--- src/rtl/wb_accel_pkg.sv ---
// Shared register map, STATUS/CTRL bit positions and control-state encoding
// for the Wishbone accelerator stream slave.
package wb_accel_pkg;

    localparam logic [1:0] REG_CTRL     = 2'd0;
    localparam logic [1:0] REG_STATUS   = 2'd1;
    localparam logic [1:0] REG_DATA_IN  = 2'd2;
    localparam logic [1:0] REG_DATA_OUT = 2'd3;

    localparam int ST_BUSY      = 0;
    localparam int ST_DONE      = 1;
    localparam int ST_IN_FULL   = 2;
    localparam int ST_OUT_EMPTY = 3;
    localparam int ST_IN_COUNT  = 8;
    localparam int ST_OUT_COUNT = 16;

    localparam int CTRL_START  = 0;
    localparam int CTRL_CLEAR  = 1;
    localparam int CTRL_IRQ_EN = 2;

    typedef enum logic [1:0] {
        CTL_IDLE = 2'd0,
        CTL_BUSY = 2'd1,
        CTL_DONE = 2'd2
    } ctl_state_t;

endpackage

--- src/rtl/wb_stream_fifo.sv ---
// First-word-fall-through FIFO with synchronous clear; callers never push
// when full or pop when empty.
module wb_stream_fifo #(
    parameter  int DEPTH = 16,
    localparam int CNT_W = $clog2(DEPTH + 1),
    localparam int PTR_W = $clog2(DEPTH)
) (
    input  logic             clk,
    input  logic             rst,
    input  logic             clr,
    input  logic             push,
    input  logic [31:0]      push_data,
    input  logic             pop,
    output logic [31:0]      head,
    output logic [CNT_W-1:0] count
);

    logic [31:0]      mem [DEPTH];
    logic [PTR_W-1:0] wr_ptr;
    logic [PTR_W-1:0] rd_ptr;

    // Clear outranks any push or pop on the same edge; pointers wrap naturally.
    always_ff @(posedge clk or posedge rst) begin
        if (rst) begin
            wr_ptr <= '0;
            rd_ptr <= '0;
            count  <= '0;
        end else if (clr) begin
            wr_ptr <= '0;
            rd_ptr <= '0;
            count  <= '0;
        end else begin
            if (push)
                wr_ptr <= wr_ptr + 1'b1;
            if (pop)
                rd_ptr <= rd_ptr + 1'b1;
            if (push && !pop)
                count <= count + 1'b1;
            else if (pop && !push)
                count <= count - 1'b1;
        end
    end

    always_ff @(posedge clk) begin
        if (push && !clr)
            mem[wr_ptr] <= push_data;
    end

    assign head = mem[rd_ptr];

endmodule

--- src/rtl/wb_accel_stream_slave.sv ---
// Wishbone classic slave bridging register accesses to accelerator streams.
// Optional irq output and CTRL irq-enable bit when ACCEL_SLAVE_IRQ_EN is defined.
module wb_accel_stream_slave
    import wb_accel_pkg::*;
#(
    parameter  int FIFO_DEPTH = 16,
    localparam int CNT_W      = $clog2(FIFO_DEPTH + 1)
) (
    input  logic        clk,
    input  logic        rst,
    input  logic [31:0] wb_adr_i,
    input  logic [31:0] wb_dat_i,
    input  logic [3:0]  wb_sel_i,
    input  logic        wb_we_i,
    input  logic        wb_cyc_i,
    input  logic        wb_stb_i,
    output logic [31:0] wb_dat_o,
    output logic        wb_ack_o,
    output logic        wb_err_o,
    output logic        wb_rty_o,
    output logic [31:0] acc_in_data,
    output logic        acc_in_valid,
    input  logic        acc_in_ready,
    input  logic [31:0] acc_out_data,
    input  logic        acc_out_valid,
    output logic        acc_out_ready,
    output logic        acc_start,
    input  logic        acc_done
`ifdef ACCEL_SLAVE_IRQ_EN
    ,
    output logic        irq
`endif
);

    logic [1:0]       reg_sel;
    logic             req;
    logic             bad;
    logic             wr_ok;
    logic             rd_ok;
    logic             ctrl_wr;
    logic             start_req;
    logic             clear_req;
    logic             in_push;
    logic             in_pop;
    logic             out_push;
    logic             out_pop;
    logic [CNT_W-1:0] in_count;
    logic [CNT_W-1:0] out_count;
    logic [31:0]      out_head;
    logic             in_full;
    logic             out_empty;
    logic             busy;
    logic             done;
    logic             irq_en;
    logic [31:0]      status_word;
    logic [31:0]      rd_data;
    ctl_state_t       state;
    logic             unused_ok;

    assign unused_ok = ^{wb_sel_i, wb_adr_i[31:4], wb_adr_i[1:0]};
    assign wb_rty_o  = 1'b0;
    assign reg_sel   = wb_adr_i[3:2];
    assign req       = wb_cyc_i & wb_stb_i & ~wb_ack_o & ~wb_err_o;
    assign in_full   = (in_count == CNT_W'(FIFO_DEPTH));
    assign out_empty = (out_count == '0);
    assign busy      = (state == CTL_BUSY);
    assign done      = (state == CTL_DONE);

    // Illegal direction or an overflowing/underflowing stream access errors out.
    always_comb begin
        bad = 1'b0;
        case (reg_sel)
            REG_STATUS:   bad = wb_we_i;
            REG_DATA_IN:  bad = !wb_we_i || in_full;
            REG_DATA_OUT: bad = wb_we_i || out_empty;
            default:      bad = 1'b0;
        endcase
    end

    assign wr_ok     = req & ~bad & wb_we_i;
    assign rd_ok     = req & ~bad & ~wb_we_i;
    assign ctrl_wr   = wr_ok & (reg_sel == REG_CTRL);
    assign start_req = ctrl_wr & wb_dat_i[CTRL_START];
    assign clear_req = ctrl_wr & wb_dat_i[CTRL_CLEAR];
    assign in_push   = wr_ok & (reg_sel == REG_DATA_IN);
    assign in_pop    = acc_in_valid & acc_in_ready;
    assign out_push  = acc_out_valid & acc_out_ready;
    assign out_pop   = rd_ok & (reg_sel == REG_DATA_OUT);

    assign acc_in_valid  = (in_count != '0);
    assign acc_out_ready = (out_count != CNT_W'(FIFO_DEPTH));

    wb_stream_fifo #(.DEPTH(FIFO_DEPTH)) u_in_fifo (
        .clk       (clk),
        .rst       (rst),
        .clr       (clear_req),
        .push      (in_push),
        .push_data (wb_dat_i),
        .pop       (in_pop),
        .head      (acc_in_data),
        .count     (in_count)
    );

    wb_stream_fifo #(.DEPTH(FIFO_DEPTH)) u_out_fifo (
        .clk       (clk),
        .rst       (rst),
        .clr       (clear_req),
        .push      (out_push),
        .push_data (acc_out_data),
        .pop       (out_pop),
        .head      (out_head),
        .count     (out_count)
    );

    always_comb begin
        status_word               = '0;
        status_word[ST_BUSY]      = busy;
        status_word[ST_DONE]      = done;
        status_word[ST_IN_FULL]   = in_full;
        status_word[ST_OUT_EMPTY] = out_empty;
        status_word[ST_IN_COUNT  +: 8] = 8'(in_count);
        status_word[ST_OUT_COUNT +: 8] = 8'(out_count);
    end

    always_comb begin
        rd_data = '0;
        case (reg_sel)
            REG_CTRL:     rd_data[CTRL_IRQ_EN] = irq_en;
            REG_STATUS:   rd_data = status_word;
            REG_DATA_OUT: rd_data = out_head;
            default:      rd_data = '0;
        endcase
    end

    // Exactly one of ack/err follows every accepted request; data is zero on error.
    always_ff @(posedge clk or posedge rst) begin
        if (rst) begin
            wb_ack_o <= 1'b0;
            wb_err_o <= 1'b0;
            wb_dat_o <= '0;
        end else begin
            wb_ack_o <= req & ~bad;
            wb_err_o <= req & bad;
            if (req)
                wb_dat_o <= (bad || wb_we_i) ? 32'd0 : rd_data;
        end
    end

    // A start always wins, even against a coincident done pulse.
    always_ff @(posedge clk or posedge rst) begin
        if (rst) begin
            state     <= CTL_IDLE;
            acc_start <= 1'b0;
        end else begin
            acc_start <= start_req;
            if (start_req)
                state <= CTL_BUSY;
            else if (acc_done && state == CTL_BUSY)
                state <= CTL_DONE;
        end
    end

`ifdef ACCEL_SLAVE_IRQ_EN
    always_ff @(posedge clk or posedge rst) begin
        if (rst) begin
            irq_en <= 1'b0;
            irq    <= 1'b0;
        end else begin
            if (ctrl_wr)
                irq_en <= wb_dat_i[CTRL_IRQ_EN];
            irq <= done & irq_en;
        end
    end
`else
    assign irq_en = 1'b0;
`endif

endmodule

--- config.mk ---
export PLATFORM = sky130hd
export DESIGN_NAME = wb_accel_stream_slave
export DESIGN_NICKNAME = d
export VERILOG_FILES = /design/src/rtl/wb_accel_pkg.sv /design/src/rtl/wb_stream_fifo.sv /design/src/rtl/wb_accel_stream_slave.sv
export SDC_FILE = /design/constraint.sdc
export NUM_CORES = 1
export LEC_CHECK = 0
export ABC_AREA = 0
export BUFFER_PORTS_ARGS = -buffer_cell sky130_fd_sc_hd__buf_2
export CORE_UTILIZATION = 48
export DETAILED_ROUTE_END_ITERATION = 10
export PLACE_DENSITY = 0.69
export SLEW_MARGIN = 15
export SYNTH_ARGS = -nofsm -noshare
export SYNTH_HDL_FRONTEND = slang
export SYNTH_SLANG_ARGS = --single-unit
--- constraint.sdc ---
create_clock -name clk -period 13.1 [get_ports clk]
set_input_delay 1.31 -clock clk [delete_from_list [all_inputs] [get_ports clk]]
set_output_delay 1.31 -clock clk [all_outputs]
set_load 0.03 [all_outputs]
### Yosys cells after proc, flatten, opt, wreduce, memory -nomap -nowiden

Memories as Yosys holds them, arrays and structs flattened.
Cells that the tools add are included.

* shift operators: 0
* muxes and demuxes: 25
* divide/modulo/power cells: 0
* order comparisons: 0
* bitwise logic cells: 18
* reduce and logical (&&, ||, !) cells: 26
* $add $sub $neg: 8
* eq/ne operators: 7
* multiply operators: 0

Operators by type and width (number)
* $pmux W29 S2: 1
* $mux W32: 1
* $mux W4: 8
* $mux W5: 6
* $add A4 B1 Y4 const B: 4
* $and A1 B1 Y1: 14
* $add A5 B1 Y5 const B: 2
* $reduce_bool A2 Y1: 5
* $sub A5 B1 Y5 const B: 2
* $logic_and A1 B1 Y1: 7
* $eq A2 B2 Y1 const B: 3
* $logic_not A1 Y1: 6
* $reduce_bool A3 Y1: 2
* $eq A5 B5 Y1 const B: 1
* $logic_not A5 Y1: 1
* $ne A5 B5 Y1 const B: 1
* $reduce_bool A5 Y1: 1
* $eq A2 B1 Y1 const B: 2
* $mux W1: 4
* $mux W2: 2
* $not A1 Y1: 4
* $pmux W2 S2: 1
* $logic_or A1 B1 Y1: 3
* $pmux W1 S3: 1
* 2 further kinds: 2

* output and inout port bits: 70
* latch bits: 0
* bits in registers: 63
* logic and storage cells: 97
* memories: 2
* memory bits (read-only): 0
* input bits: 108
* memory bits (writable): 1024

Memories
* u_in_fifo.mem: depth 16, bits a word 32, read ports 1, clocked after memory_dff 0, wr ports 1, line wb_stream_fifo.sv:18 `logic [31:0] mem [DEPTH];`
* u_out_fifo.mem: depth 16, bits a word 32, read ports 1, clocked after memory_dff 0, wr ports 1, line wb_stream_fifo.sv:18

### Depth between registers and ports, before layout

Gate-level depths: netlist of the first run.

* depth after elaboration: 12
* depth in mapped cells: 12

### By module

Synthesis of the first run repeated with hierarchy kept, for this count alone.

* cell total of the unflattened synthesis: 1933
* area, all modules: 41687.5 µm²

Modules (own cells, without submodules)
* wb_stream_fifo at u_in_fifo: instances 1, seq. area each 15700.1 µm², cells an instance 888, area each 20010.4 µm²
* wb_stream_fifo at u_out_fifo: instances 1, seq. area each 15700.1 µm², cells an instance 885, area each 19981.7 µm²
* wb_accel_stream_slave: instances 1, seq. area each 925.9 µm², cells an instance 160, area each 1695.4 µm²

### Worst setup path before layout of the first run

No wires, ideal clock.

* path kind: input-to-reg
* start: input wb_adr_i[3]
* end: memory u_out_fifo.mem[2][0], enable pin
* cell stages on the path: 5
* required time: 12.599 ns
* arrival: 5.229 ns
* path slack: 7.369 ns
* path through: clkbuf_1 > or4_1 > clkbuf_1 > nand2_1 > nor4_1

* word-level cells in the longest chain between the ends: 11

Ends and longest elaborated chain
* start, declared: line wb_accel_stream_slave.sv:11 `input logic [31:0] wb_adr_i,`
* $eq A2 B2 Y1 / $eq A2 B1 Y1 (equally long branches): line wb_accel_stream_slave.sv:72 `case (reg_sel)`
* $pmux W1 S3: line wb_accel_stream_slave.sv:72
* $not A1 Y1: line wb_accel_stream_slave.sv:80 `assign wr_ok = req & ~bad & wb_we_i;`
* $and A1 B1 Y1 (2 in series): line wb_accel_stream_slave.sv:80
* $and A1 B1 Y1 *: line wb_accel_stream_slave.sv:82 `assign ctrl_wr = wr_ok & (reg_sel == REG_CTRL);`
* $and A1 B1 Y1 *: line wb_accel_stream_slave.sv:84 `assign clear_req = ctrl_wr & wb_dat_i[CTRL_CLEAR];`
* $logic_not A1 Y1 *: line wb_stream_fifo.sv:45 `if (push && !clr)`
* $logic_and A1 B1 Y1 *: line wb_stream_fifo.sv:45
* $mux W1 *: line wb_stream_fifo.sv:45
* $mux W1 (not written as such) *: line wb_stream_fifo.sv:46 `mem[wr_ptr] <= push_data;`
* end, declared: line wb_stream_fifo.sv:18

Mark *: on every way between the ends. The rest lies on a longest branch, timed or not.

### Final worst setup path of the first run

* start: register u_in_fifo.rd_ptr[0]
* end: output acc_in_data[12]

* word-level cells in the longest chain between the ends: 1

Ends and longest elaborated chain
* start, declared: line wb_stream_fifo.sv:20 `logic [PTR_W-1:0] rd_ptr;`
* start signal, assigned: line wb_stream_fifo.sv:36 `rd_ptr <= rd_ptr + 1'b1;`
* $mem_v2 Z16 W32
* end, declared: line wb_accel_stream_slave.sv:21 `output logic [31:0] acc_in_data,`

No other way between the ends.

==> results of run 1 <==
## metrics by stage
| step | area, um^2 | utilization [%] | worst slack (ns) | instances | hold slack [ns] |
|---|---|---|---|---|---|
| floorplan | 41700 | - | 7.37 | 1809 | 0.487 |
| CTS | 47600 | 55.5 | 7.78 | 3248 | 0.493 |
| finish | 47600 | 55.5 | 7.89 | 3257 | 0.489 |
| global route | 47600 | 55.5 | 7.63 | 3250 | 0.531 |
| global placement | 44000 | 51.3 | 8.50 | 3046 | 0.470 |
| detailed placement | 44000 | 51.3 | 8.50 | 3046 | 0.469 |
## power groups by stage
| stage | sequential (mW) | clock, mW | combinational, mW |
|---|---|---|---|
| finish | 4.26 | 3.06 | 2.09 |
| global placement | 4.32 | 0 | 2.10 |
| detailed placement | 4.34 | 0 | 2.13 |
| CTS | 4.27 | 3.11 | 2.14 |
| floorplan | 4.18 | 0 | 1.71 |
| global route | 4.29 | 3.24 | 2.24 |
## synthesized netlist by cell type (6+ instances only)
master,n
ha_1,17
mux4_2,288
nand3_1,10
nor2_1,28
inv_1,15
mux2_2,12
mux2i_1,52
dfrtp_1,63
a222oi_1,11
o21ai_0,7
nand2_1,43
buf_1,11
clkbuf_1,42
buf_2,34
xor2_1,9
o21ai_1,11
edfxtp_1,1024
o221ai_1,18
and2_1,6
a21oi_1,12
xnor2_1,6
buf_4,7
nor4_1,12
nor3_1,13
## per-layer routing
metal | vias to the layer above | wire length [um] | global-route usage, %
met2 | 628 | 46200 | 35.4
li1 | 8103 | - | -
met5 | - | 35 | 0
met3 | 156 | 5590 | 3.74
met1 | 10332 | 34200 | 25.7
met4 | 6 | 2120 | 6.24
## state kept, by name, summed over array words and instances (netlist names)
signal and flops:
u_out_fifo.wr_ptr 4, wb_err_o 1, u_in_fifo.rd_ptr 4, u_in_fifo.wr_ptr 4, state 2, u_out_fifo.rd_ptr 4
u_in_fifo.mem 512, u_out_fifo.mem 512, wb_ack_o 1, u_in_fifo.count 5, wb_dat_o 32, u_out_fifo.count 5
acc_start 1
## kinds of logic (layout without fill, tap and decap cells)
logic type                 count (synthesis)  in the layout  synth area share [%]
buffers and inverters                    113            408                  1.24
and+or+nand+nor                          135            135                  1.61
muxes                                    352            352                  17.1
adders and majority gates                 19             19                 0.606
DFF                                     1087           1087                  77.5
xor gates and xnor gates                  16             16                 0.354
AOI/OAI and AO/OA                         86             86                  1.60
other                                      1             10               0.00899
## area by class of cell
type / count / area share [%]
Clock buffer: 152 / 6.43
Tap cell: 1144 / 3.01
Inverter: 15 / 0.121
Sequential cell: 1087 / 68.0
Timing Repair Buffer: 191 / 2.27
Antenna cell: 9 / 0.0473
Clock inverter: 50 / 1.07
Multi-Input combinational cell: 609 / 19.1
## critical path: cells and delay by family (launching register included)
kind                   cells  cell delay [ns]
buffers and inverters      2             1.03
DFF                        1             0.94
muxes                      2             1.13
## how the worst max path moves through the flow
stage,cells past startpoint,end,start,slack [ns]
4_1_cts,4,acc_in_data[3],u_in_fifo.rd_ptr[0],7.78
5_1_grt,4,acc_in_data[12],u_in_fifo.rd_ptr[0],7.63
3_3_place_gp,4,acc_in_data[1],u_in_fifo.rd_ptr[0],8.50
3_5_place_dp,4,acc_in_data[1],u_in_fifo.rd_ptr[0],8.50
2_1_floorplan,5,u_out_fifo.mem[2][0],wb_adr_i[3],7.37
6_report,4,acc_in_data[12],u_in_fifo.rd_ptr[0],7.89
==> flow_summary.ini, run 1 <==
[timing]
tightest_slew_ns = 1.06
skew_ns = 0.0288
tns_ns = 0
setup_violations = 0
clock.fmax_mhz = 192
finalCriticalPeriod_ns = 5.21
min_period_over_period_pct = 39.8
drv_slew = 0
hold_viol_final = 0
slew_headroom_pct = 29.3
rsz0062_at_grt = false

[detailed_routing]
drt_iter0_markers = 1951
first_pass_iters = 5
vias_per_cell = 5.90
drcViolationCount = 0
vias = 19225
postRouteAntennaNets = 0
wirelength_um = 88200
avgRoutedWirePerCell_um = 27.1

[placement]
place_hpwl_um = 43400
gp_congestion = 0.756
portBuffers = 142

[synthesis]
synth_edf_count = 1024
yosysWarnings = 0
ys_seq_area_share_pct = 77.5
yosys.area.top_type_share_pct = 73.7
synthesis.instances = 1809
syn-num-nets = 1936
synth_area_leader_cell = edfxtp_1
syn-cell-area_um2 = 41700
postSynthAreaPerCell_um2 = 23.1
ys.flop_type = edfxtp_1
synthTopCellsByArea = edfxtp_1 (74%), mux4_2 (16%), dfrtp_1 (3.8%), mux2i_1 (1.2%), ha_1 (0.51%)
yosysUniqueCellTypes = 64
synth_async_sr_flop_share_pct = 5.80
ys_ff_latch = 1087

[final_layout]
final_cell_mix = edfxtp_1 (1,024), mux4_2 (288), buf_2 (142), clkbuf_16 (110), dfrtp_1 (56)
multi_input_area_um2 = 9080
nets = 2139
ff_latch_area_um2 = 32300
fillers = 6312
drive_above_1_share_pct = 33.7
final_common_cell = edfxtp_1
area_growth_pct = 14.0

[power_and_ir_drop]
comb_power_share_pct = 22.3
clockPowerShare_pct = 32.5
p_sw_mw = 2.59
power_frac_seq_pct = 45.3
ir_worst_vdd_uv = 196
leakage_nw = 15.3
swShare_pct = 27.5
p_int_mw = 6.82
powerDensity_nw_per_um2 = 198
power_mw = 9.41

[floorplanning]
dieArea_um2 = 88100
rows = 107
start_util_pct = 48.7
boundaryPins = 178
die_w_um = 297
core_area_um2 = 85700
chipHeight_um = 297

[global_route]
grt_overflow = 0
grt_pass1_wl_um = 132000
grt_pass1_vias = 20449
grt_use_total_pct = 20.2
grt_max_degree = 73
antenna_found_initial = 7

[worst_hold_path]
whs_endpoint = wb_dat_o[14]
whs_path_depth = 2
min_path_type = reg2reg
hold_start = wb_dat_o[14]

[clock_network]
cts-root-buf = clkbuf_16
postCtsResizedCells = 0
cts_buffers = 108
clock_latency_ns = 0.67
cts_sinks = 1087
h-tree-depth = 3
cts_setup_buffers = 0
clockBufferDepth = 3
ctsHoldBuffers = 0
cts_tree = done
cts.clk_slew.worst_paths_ns = 0.06

[critical_path]
r2r-start = u_out_fifo.rd_ptr[1]
worstSetupStartpointType = flip-flop
worstSetupPathType = reg2out
crit_arrival_ns = 3.90
path_cells = buf_4, mux4_2, mux4_2, buf_2
path_common_cell = mux4_2
ff2ff_setup_slack_ns = 9.52
rr_worst_depth = 6
required_ns = 11.79
r2r_end = wb_dat_o[0]
end_kind = output port
cp_slowest_cell = dfrtp_4
worst-path-max-fanout = 48
critPathMaxStageDelay_ns = 0.94

[run_status]
outcome = finished clean

[job]
maxCapViolations = 0
Power figures use the tool's default switching activity.
==> run 2: changes to the inputs <==
--- a/config.mk
+++ b/config.mk
@@ -9,7 +9,7 @@
 export BUFFER_PORTS_ARGS = -buffer_cell sky130_fd_sc_hd__buf_2
 export CORE_UTILIZATION = 48
 export DETAILED_ROUTE_END_ITERATION = 10
-export PLACE_DENSITY = 0.69
+export PLACE_DENSITY = 0.71
 export SLEW_MARGIN = 15
 export SYNTH_ARGS = -nofsm -noshare
 export SYNTH_HDL_FRONTEND = slang
==> constraint.sdc (replaced) <==
create_clock -name clk -period 4.4 [get_ports clk]
set_input_delay 0.44 -clock clk [delete_from_list [all_inputs] [get_ports clk]]
set_output_delay 0.44 -clock clk [all_outputs]
set_load 0.03 [all_outputs]
==> run 2 against run 1 <==
Net effect: clock skew shrank 0.0074 ns; sequential power rose to 3.0 times the previous value; non-clock buffer count increased by 24; combinational power increased to 3.1 times the previous value; die area is the same.
==> flow_summary.ini, run 2 (synthesis results as in run 1) <==
[placement]
dpl.cell_count = 3068
place_hpwl_um = 47300
portBuffers = 142
dp_worst_setup_slack_ns = 1.20
gp_congestion = 0.767

[worst_hold_path]
whs_endpoint = u_in_fifo.count[4]
whs_path_depth = 3
hold_start = acc_in_ready
min_path_type = in2reg

[critical_path]
worstSetupStartpointType = flip-flop
ff2ff_setup_slack_ns = 1.16
cp_slowest_cell = dfrtp_4
critPathMaxStageDelay_ns = 0.84
r2r_end = u_out_fifo.count[4]
path_cells = buf_12, mux4_2, mux4_2, buf_2
rr_worst_depth = 9
path_common_cell = mux4_2
end_kind = output port
crit_arrival_ns = 3.02
required_ns = 3.96
worst-path-max-fanout = 48
r2r-start = u_out_fifo.count[0]
worstSetupPathType = reg2out

[timing]
post-route-worst-setup-slack_ns = 0.939
tightest_slew_ns = 1.02
skew_ns = 0.0215
hold_viol_final = 0
drv_slew = 0
holdWs_ns = 0.0896
slew_headroom_pct = 32.0
setup_violations = 0
rsz0062_at_grt = false
clock.fmax_mhz = 289
finalCriticalPeriod_ns = 3.46
min_period_over_period_pct = 78.6
tns_ns = 0

[final_layout]
top_regs = u_in_fifo.mem (512), u_out_fifo.mem (512), wb_dat_o (32)
fin_util_pct = 55.6
nets = 2159
final_cell_mix = edfxtp_1 (1,024), mux4_2 (288), buf_2 (142), clkbuf_16 (105), buf_4 (62)
fillers = 6280
drive_above_1_share_pct = 33.8
area_growth_pct = 14.1
final_common_cell = edfxtp_1
ff_latch_area_um2 = 32300
instances_no_fill = 3267
multi_input_area_um2 = 9110

[detailed_routing]
vias = 19403
wirelength_um = 88700
avgRoutedWirePerCell_um = 27.2
first_pass_iters = 7
postRouteAntennaNets = 0
drt_iter0_markers = 1734
drcViolationCount = 0
vias_per_cell = 5.94

[power_and_ir_drop]
swShare_pct = 28.1
powerDensity_nw_per_um2 = 582
p_sw_mw = 7.79
ir_worst_vdd_uv = 411
p_int_mw = 19.9
leakage_nw = 15.3
power_frac_seq_pct = 45.6
clockPowerShare_pct = 31.0
comb_power_share_pct = 23.4

[global_route]
antenna_found_initial = 10
grt_max_degree = 63
grt_pass1_wl_um = 132000
met1_usage_pct = 25.5
grt_use_total_pct = 20.3
gr-max-usage-layer = met2
gr-usage-met3_pct = 4.59
grt_pass1_vias = 20614
grt_overflow = 0
met2_usage_pct = 34.9

[floorplanning]
rows = 107
dieArea_um2 = 88100
chipHeight_um = 297
boundaryPins = 178
die_w_um = 297
start_util_pct = 48.7
core_area_um2 = 85700

[clock_network]
cts_setup_buffers = 0
clock_latency_ns = 0.67
h-tree-depth = 3
cts_sinks = 1087
cts.clk_slew.worst_paths_ns = 0.06
postCtsResizedCells = 0
clockBufferDepth = 3
cts_buffers = 104
cts-root-buf = clkbuf_16
ctsHoldBuffers = 2
cts_tree = done

[job]
maxCapViolations = 0

[run_status]
outcome = finished clean
-- run 2: power groups by stage --
stage | Clock [mW] | Sequential (mW) | Combinational [mW]
floorplan | 0 | 12.4 | 5.09
global placement | 0 | 12.8 | 6.49
detailed placement | 0 | 12.8 | 6.60
CTS | 8.73 | 12.6 | 6.63
global route | 9.11 | 12.7 | 6.92
finish | 8.59 | 12.6 | 6.48
-- run 2: worst max-delay path by stage --
stage / from / to / slack (ns)
2_1_floorplan: u_out_fifo.count[0] / u_out_fifo.mem[2][0] / -0.48
3_3_place_gp: u_out_fifo.count[0] / u_out_fifo.count[4] / 1.22
3_5_place_dp: u_out_fifo.count[0] / u_out_fifo.count[4] / 1.20
4_1_cts: u_in_fifo.rd_ptr[0] / acc_in_data[18] / 0.85
5_1_grt: u_in_fifo.rd_ptr[0] / acc_in_data[18] / 0.79
6_report: u_in_fifo.rd_ptr[1] / acc_in_data[18] / 0.94
-- run 2: area by class of cell --
cell class | instances | area share (%)
clock inverters | 67 | 1.14
inverters | 15 | 0.121
repair buffers | 215 | 2.89
clock buffers | 126 | 5.75
flip-flops and latches | 1087 | 67.9
well taps | 1144 | 3.01
diodes | 4 | 0.0210
multi-input cells | 609 | 19.1
-- run 2: critical path: cells and delay by family (launching register included) --
family	cells	cell delay (ns)
buffers and inverters	2	0.54
multiplexers	2	0.89
flip-flops	1	0.84
-- run 2: metal layers --
metal  share of wire [%]  up-vias
li1                    -     8129
met1                  38    10364
met2                  52      712
met3                 6.5      184
met4                 3.0       14
met5                0.12        -
-- run 2: per-stage QoR --
step                area [um^2]  total power, mW
floorplan                 41800             17.5
global placement          44300             19.3
detailed placement        44300             19.4
CTS                       47600             28.0
global route              47600             28.7
finish                    47600             27.7
